File: src/rtl/alu_pkg.sv
// Shared opcode encoding and default datapath width for the registered ALU.
package alu_pkg;

    localparam int DEFAULT_WIDTH = 4;

    typedef enum logic [3:0] {
        CTL_SELB  = 4'd0,
        CTL_INCB  = 4'd1,
        CTL_DECB  = 4'd2,
        CTL_ADD   = 4'd3,
        CTL_ADDC  = 4'd4,
        CTL_SUB   = 4'd5,
        CTL_SUBB  = 4'd6,
        CTL_AND   = 4'd7,
        CTL_OR    = 4'd8,
        CTL_XOR   = 4'd9,
        CTL_NOTB  = 4'd10,
        CTL_SHL   = 4'd11,
        CTL_SHR   = 4'd12,
        CTL_RSV13 = 4'd13,
        CTL_RSV14 = 4'd14,
        CTL_RSV15 = 4'd15
    } ctl_e;

endpackage

File: src/rtl/alu_if.sv
// Signal bundle between an ALU driver and alu_unit.
interface alu_if #(
    parameter int WIDTH = alu_pkg::DEFAULT_WIDTH
) (
    input logic clk,
    input logic reset
);
    // valid_in qualifies a/b/cin/ctl for the edge it is sampled on; there is no
    // ready, every cycle is accepted. valid_out marks the result registers as
    // loaded on the last edge; alu/carry/zero hold their value otherwise.
    logic             valid_in;
    logic [WIDTH-1:0] a;
    logic [WIDTH-1:0] b;
    logic             cin;
    logic [3:0]       ctl;
    logic             valid_out;
    logic [WIDTH-1:0] alu;
    logic             carry;
    logic             zero;

    modport master (
        input  clk, reset, valid_out, alu, carry, zero,
        output valid_in, a, b, cin, ctl
    );

    modport slave (
        input  valid_in, a, b, cin, ctl,
        output valid_out, alu, carry, zero
    );

endinterface

File: src/rtl/alu_comb.sv
// Combinational opcode decode: result, carry/borrow and zero for one operation.
module alu_comb
    import alu_pkg::*;
#(
    parameter int WIDTH = DEFAULT_WIDTH
) (
    input  logic [WIDTH-1:0] a,
    input  logic [WIDTH-1:0] b,
    input  logic             cin,
    input  logic [3:0]       ctl,
    output logic [WIDTH-1:0] result,
    output logic             carry,
    output logic             zero
);
    localparam logic [WIDTH:0] ONE = {{WIDTH{1'b0}}, 1'b1};

    logic [WIDTH:0] aExt;
    logic [WIDTH:0] bExt;
    logic [WIDTH:0] cinExt;
    logic [WIDTH:0] wide;
    ctl_e           op;

    assign aExt   = {1'b0, a};
    assign bExt   = {1'b0, b};
    assign cinExt = {{WIDTH{1'b0}}, cin};
    assign op     = ctl_e'(ctl);

    // Arithmetic runs one bit wider; the extra bit is the carry, or the
    // borrow for subtractions since the unsigned difference wraps negative.
    always_comb begin
        wide  = '0;
        carry = 1'b0;
        case (op)
            CTL_SELB: wide = bExt;
            CTL_INCB: begin wide = bExt + ONE;           carry = wide[WIDTH]; end
            CTL_DECB: begin wide = bExt - ONE;           carry = wide[WIDTH]; end
            CTL_ADD:  begin wide = aExt + bExt;          carry = wide[WIDTH]; end
            CTL_ADDC: begin wide = aExt + bExt + cinExt; carry = wide[WIDTH]; end
            CTL_SUB:  begin wide = aExt - bExt;          carry = wide[WIDTH]; end
            CTL_SUBB: begin wide = aExt - bExt - cinExt; carry = wide[WIDTH]; end
            CTL_AND:  wide = {1'b0, a & b};
            CTL_OR:   wide = {1'b0, a | b};
            CTL_XOR:  wide = {1'b0, a ^ b};
            CTL_NOTB: wide = {1'b0, ~b};
            CTL_SHL:  begin wide = {1'b0, a[WIDTH-2:0], 1'b0}; carry = a[WIDTH-1]; end
            CTL_SHR:  begin wide = {2'b00, a[WIDTH-1:1]};      carry = a[0];       end
            default:  wide = '0;
        endcase
        result = wide[WIDTH-1:0];
        zero   = (wide[WIDTH-1:0] == '0);
    end

endmodule

File: src/rtl/alu_unit.sv
// Registered ALU: one-cycle latency, valid-qualified loads, synchronous reset.
module alu_unit
    import alu_pkg::*;
#(
    parameter int WIDTH = DEFAULT_WIDTH
) (
    input logic   clk,
    input logic   reset,
    alu_if.slave  bus
);
    logic [WIDTH-1:0] nextAlu;
    logic             nextCarry;
    logic             nextZero;

    logic             validReg;
    logic [WIDTH-1:0] aluReg;
    logic             carryReg;
    logic             zeroReg;

    alu_comb #(.WIDTH(WIDTH)) u_comb (
        .a      (bus.a),
        .b      (bus.b),
        .cin    (bus.cin),
        .ctl    (bus.ctl),
        .result (nextAlu),
        .carry  (nextCarry),
        .zero   (nextZero)
    );

    // Reset wins over valid_in, so an operation presented with reset is dropped.
    always_ff @(posedge clk) begin
        if (reset) begin
            validReg <= 1'b0;
            aluReg   <= '0;
            carryReg <= 1'b0;
            zeroReg  <= 1'b0;
        end else begin
            validReg <= bus.valid_in;
            if (bus.valid_in) begin
                aluReg   <= nextAlu;
                carryReg <= nextCarry;
                zeroReg  <= nextZero;
            end
        end
    end

    assign bus.valid_out = validReg;
    assign bus.alu       = aluReg;
    assign bus.carry     = carryReg;
    assign bus.zero      = zeroReg;

endmodule

File: src/flat_wrapper.sv
// flat-port wrapper written by rule: the top's interface ports become plain ports
module alu_unit_flat import alu_pkg::*;
#(
    parameter int WIDTH = DEFAULT_WIDTH
)
  (clk, reset, bus_valid_in, bus_a, bus_b, bus_cin, bus_ctl, bus_valid_out, bus_alu, bus_carry, bus_zero);
  alu_if #(.WIDTH(WIDTH)) bus_i (.clk(clk), .reset(reset));
  input logic clk;
  input logic reset;
  input wire logic [$bits(bus_i.valid_in)-1:0] bus_valid_in;
  input wire logic [$bits(bus_i.a)-1:0] bus_a;
  input wire logic [$bits(bus_i.b)-1:0] bus_b;
  input wire logic [$bits(bus_i.cin)-1:0] bus_cin;
  input wire logic [$bits(bus_i.ctl)-1:0] bus_ctl;
  output wire logic [$bits(bus_i.valid_out)-1:0] bus_valid_out;
  output wire logic [$bits(bus_i.alu)-1:0] bus_alu;
  output wire logic [$bits(bus_i.carry)-1:0] bus_carry;
  output wire logic [$bits(bus_i.zero)-1:0] bus_zero;
  assign bus_i.valid_in = bus_valid_in;
  assign bus_i.a = bus_a;
  assign bus_i.b = bus_b;
  assign bus_i.cin = bus_cin;
  assign bus_i.ctl = bus_ctl;
  assign bus_valid_out = bus_i.valid_out;
  assign bus_alu = bus_i.alu;
  assign bus_carry = bus_i.carry;
  assign bus_zero = bus_i.zero;
  alu_unit #(.WIDTH(WIDTH)) u_core (.clk(clk), .reset(reset), .bus(bus_i));
endmodule
File: config.mk
export PLATFORM = sky130hd
export DESIGN_NAME = alu_unit_flat
export DESIGN_NICKNAME = d
export VERILOG_FILES = /design/src/rtl/alu_pkg.sv /design/src/rtl/alu_if.sv /design/src/rtl/alu_comb.sv /design/src/rtl/alu_unit.sv /design/src/flat_wrapper.sv
export SDC_FILE = /design/constraint.sdc
export NUM_CORES = 1
export LEC_CHECK = 0
export ABC_AREA = 1
export BUFFER_PORTS_ARGS = -buffer_cell sky130_fd_sc_hd__buf_4
export CORE_AREA = 2 2 75 77
export CTS_CLUSTER_SIZE = 10
export DETAILED_ROUTE_END_ITERATION = 12
export DIE_AREA = 0 0 77 79
export PLACE_DENSITY_LB_ADDON = 0.25
export RECOVER_POWER = 50
export SLEW_MARGIN = 20
export SYNTH_ARGS = -nofsm -noshare
export SYNTH_HDL_FRONTEND = slang
export SYNTH_SLANG_ARGS = --single-unit
File: constraint.sdc
create_clock -name clk -period 2.3 [get_ports clk]
set_clock_uncertainty 0.2 [all_clocks]
set_input_delay 0.46 -clock clk [delete_from_list [all_inputs] [get_ports clk]]
set_output_delay 0.46 -clock clk [all_outputs]
set_load 0.02 [all_outputs]
==> run summary <==
Hold depth: 2
Tot GR Track Use: 16.3%
Asr flop ratio synth: 0%
Slew Limit Fails: 0
IO Pins: 23
Worst slew margin: 75.1%
Synth top area share: 23.1%
Multi-input logic area: 0.00129 mm²
Power density over the cells: 342 mW/mm²
Synthesis-to-layout area growth: 35.4%
Worst Tran Pin Value: 0.371 ns
Antenna Violating Nets Remaining: 0
Max-cap viol count: 0
Gp weighted congestion: 0.912
Biggest area consumer among synthesized cells: nand2_1
Synth top cells by count: 95 x nand2_1, 46 x nor2_1, 39 x inv_1, 38 x nand3_1, 18 x ha_1
Crit path capture type: flop
Internal power: 423 µW
Layout cells sized above 1: 23.4%
Vias in the first global route: 1739
Reg area: 140 µm²
Port Buf Inserts: 22
Crit path required time: 2.26 ns
Synthesized cell area: 0.00155 mm²
Via-per-instance ratio: 4.56
Reg2Reg Setup Slack: 1.45 ns
Net Sw Frac: 40.8%
Cell area after layout: 0.00209 mm²
CTS tree: built
Worst r2r src: u_core.bus.alu[1]$_SDFFE_PP0P_
Htree depth: 1
Final cell count without fillers: 406
Routed WL per cell: 11.9 µm
Die Width: 77 µm
First-pass DRT Iterations: 4
Setup tns final: 0 ns
Remaining DRCs: 0
DRT iter0 DRCs: 139
FILL cells: 634
Seq cells post-synth: 7
Achievable Freq: 442 MHz
Core Area: 0.00534 mm²
Dpl cell area: 0.00194 mm²
Fin. Hold Viols: 0
Period utilisation layout: 98.4%
Global-route wire length before repair: 8.09 mm
Worst-path clk slew: 0.04 ns
Warnings from Yosys: 0
Row count: 27
Setup WS pre-CTS: -0.295 ns
Crit-path max FO: 5
Initial antenna violation count: 0
Register area share after synthesis: 9.07%
Critical path arrival: 2.23 ns
Pleak: 1.13 nW
Hold Crit Endpoint: u_core.bus.zero$_SDFFE_PP0P_
Unrepaired setup endpoints after global routing: yes
CTS Buf Count: 3
Root Buffer: clkbuf_8
Hold Crit Class: input port to flop
Cells after Synth: 287
Combinational power share: 56.7%
Drt total wl: 4.84 mm
Largest net degree at the start of global routing: 12
Clock power frac: 24.3%
DIE AREA: 0.00608 mm²
# diodes: 0
CTS Buffer Depth: 2
Grt ovf: 0
Count leader, synth: nand2_1
Num Clock Sinks: 7
NetSw: 292 µW
Syn Nets: 323
Setup WS post-layout: 0.0361 ns
DP Wirelength: 4.09 mm
Critical Path Source Type: input port
Synth cell types: 25
Avg Synthesized Cell Area: 5.38 µm²
Worst reg2reg path depth: 2
Minimum clock period: 2.26 ns
Ranking of synthesized cells by area: nand2_1 23%, ha_1 15%, nand3_1 12%
Ys flop type: dfxtp_1
Setup violations, final: 0
Part of the power in registers: 18.9%
Clk_lat worst skew: 0.23 ns
Die height: 79 µm
Min-delay src: reset
Worst r2r dst: u_core.bus.alu[1]$_SDFFE_PP0P_
Outcome: finished, final reports clean
Initial Utilization: 28.9%
Crit path kind: input port to flop
Nets: 371
Post-synth EDFFs: 0
Peak VDD IR: 0.267 mV
Vias: 1852
Placed insts: 400
==> layout by cell type (no fill, tap or decap), drive strengths merged <==
cell type   n
clkbuf      9
nor2       51
fa          2
inv        42
and2        2
nand3      38
o21ai       5
dfxtp       7
nand2      99
a21oi       7
ha         18
buf        44
nor3        2
nand3b      1
nand4       7
==> state kept, by name, summed over array words and instances (netlist names) <==
signal	count
u_core.bus.carry	1
u_core.bus.alu	4
u_core.bus.valid_out	1
u_core.bus.zero	1
==> repair_timing <==
action                                  CTS  global route
resized for setup                         7            17
pin swaps                                 6            10
hold buffers                              0             0
endpoints found under the setup margin    1             4
gates cloned                              0             0
setup buffers                             2             1
==> routing by layer <==
metal | vias up | wire, µm | GRT usage, %
li1 | 988 | - | -
met1 | 830 | 2420 | 22.5
met2 | 30 | 2230 | 28.0
met3 | 4 | 131 | 1.70
met4 | 0 | 57 | 2.68
met5 | - | 0 | 0
==> cells by family after synthesis <==
kind of cell	Yosys count	share of synthesized area [%]
AND/OR/NAND/NOR	200	55.3
flip-flops	7	9.07
AO/OA/AOI/OAI	12	5.10
buffers and inverters	48	13.4
adder cells (fa/ha/maj)	20	17.2
==> critical path: stages <==
cell and delay, ns:
buf_12 0.11, ha_4 0.16, fa_1 0.47, nand2_1 0.12
inv_1 0.04, nor2_1 0.20, nand2_1 0.08, nand3_1 0.07
nand3_1 0.08, nor2_2 0.11, nand2_1 0.06, nor2_1 0.09
nand2_1 0.07, a21oi_2 0.10
==> power groups by stage <==
| stage | logic (mW) | registers (mW) | clock network (mW) |
|---|---|---|---|
| after floorplan | 0.211 | 0.149 | 0 |
| after global placement | 0.371 | 0.137 | 0 |
| after detailed placement | 0.372 | 0.138 | 0 |
| after CTS | 0.388 | 0.136 | 0.176 |
| after global routing | 0.455 | 0.136 | 0.188 |
| final | 0.406 | 0.135 | 0.174 |
==> through the flow <==
step	util (%)	hold slack (ns)	total power, mW
after floorplan	-	0.322	0.360
after global placement	36.4	0.249	0.508
after detailed placement	36.4	0.258	0.510
after CTS	38.3	0.225	0.700
after global routing	39.2	0.225	0.780
final	39.2	0.225	0.715
==> worst max-delay path by stage <==
stage          startpoint                            to  slack, ns
3_3_place_gp     bus_b[0]  u_core.bus.zero$_SDFFE_PP0P_      -0.27
4_1_cts          bus_a[0]  u_core.bus.zero$_SDFFE_PP0P_      0.008
5_1_grt          bus_b[0]  u_core.bus.zero$_SDFFE_PP0P_      -0.13
3_5_place_dp     bus_b[0]  u_core.bus.zero$_SDFFE_PP0P_      -0.29
2_1_floorplan    bus_a[0]  u_core.bus.zero$_SDFFE_PP0P_      -0.04
6_report         bus_b[0]  u_core.bus.zero$_SDFFE_PP0P_       0.04
==> cell type report <==
class,instances,share of cell area [%]
inverter,42,7.66
sequential,7,6.70
clock buffer,4,2.15
timing repair buffer,49,17.6
multi-input combinational,232,61.5
tap,72,4.31
No activity file was read; power rests on OpenSTA's default activity.
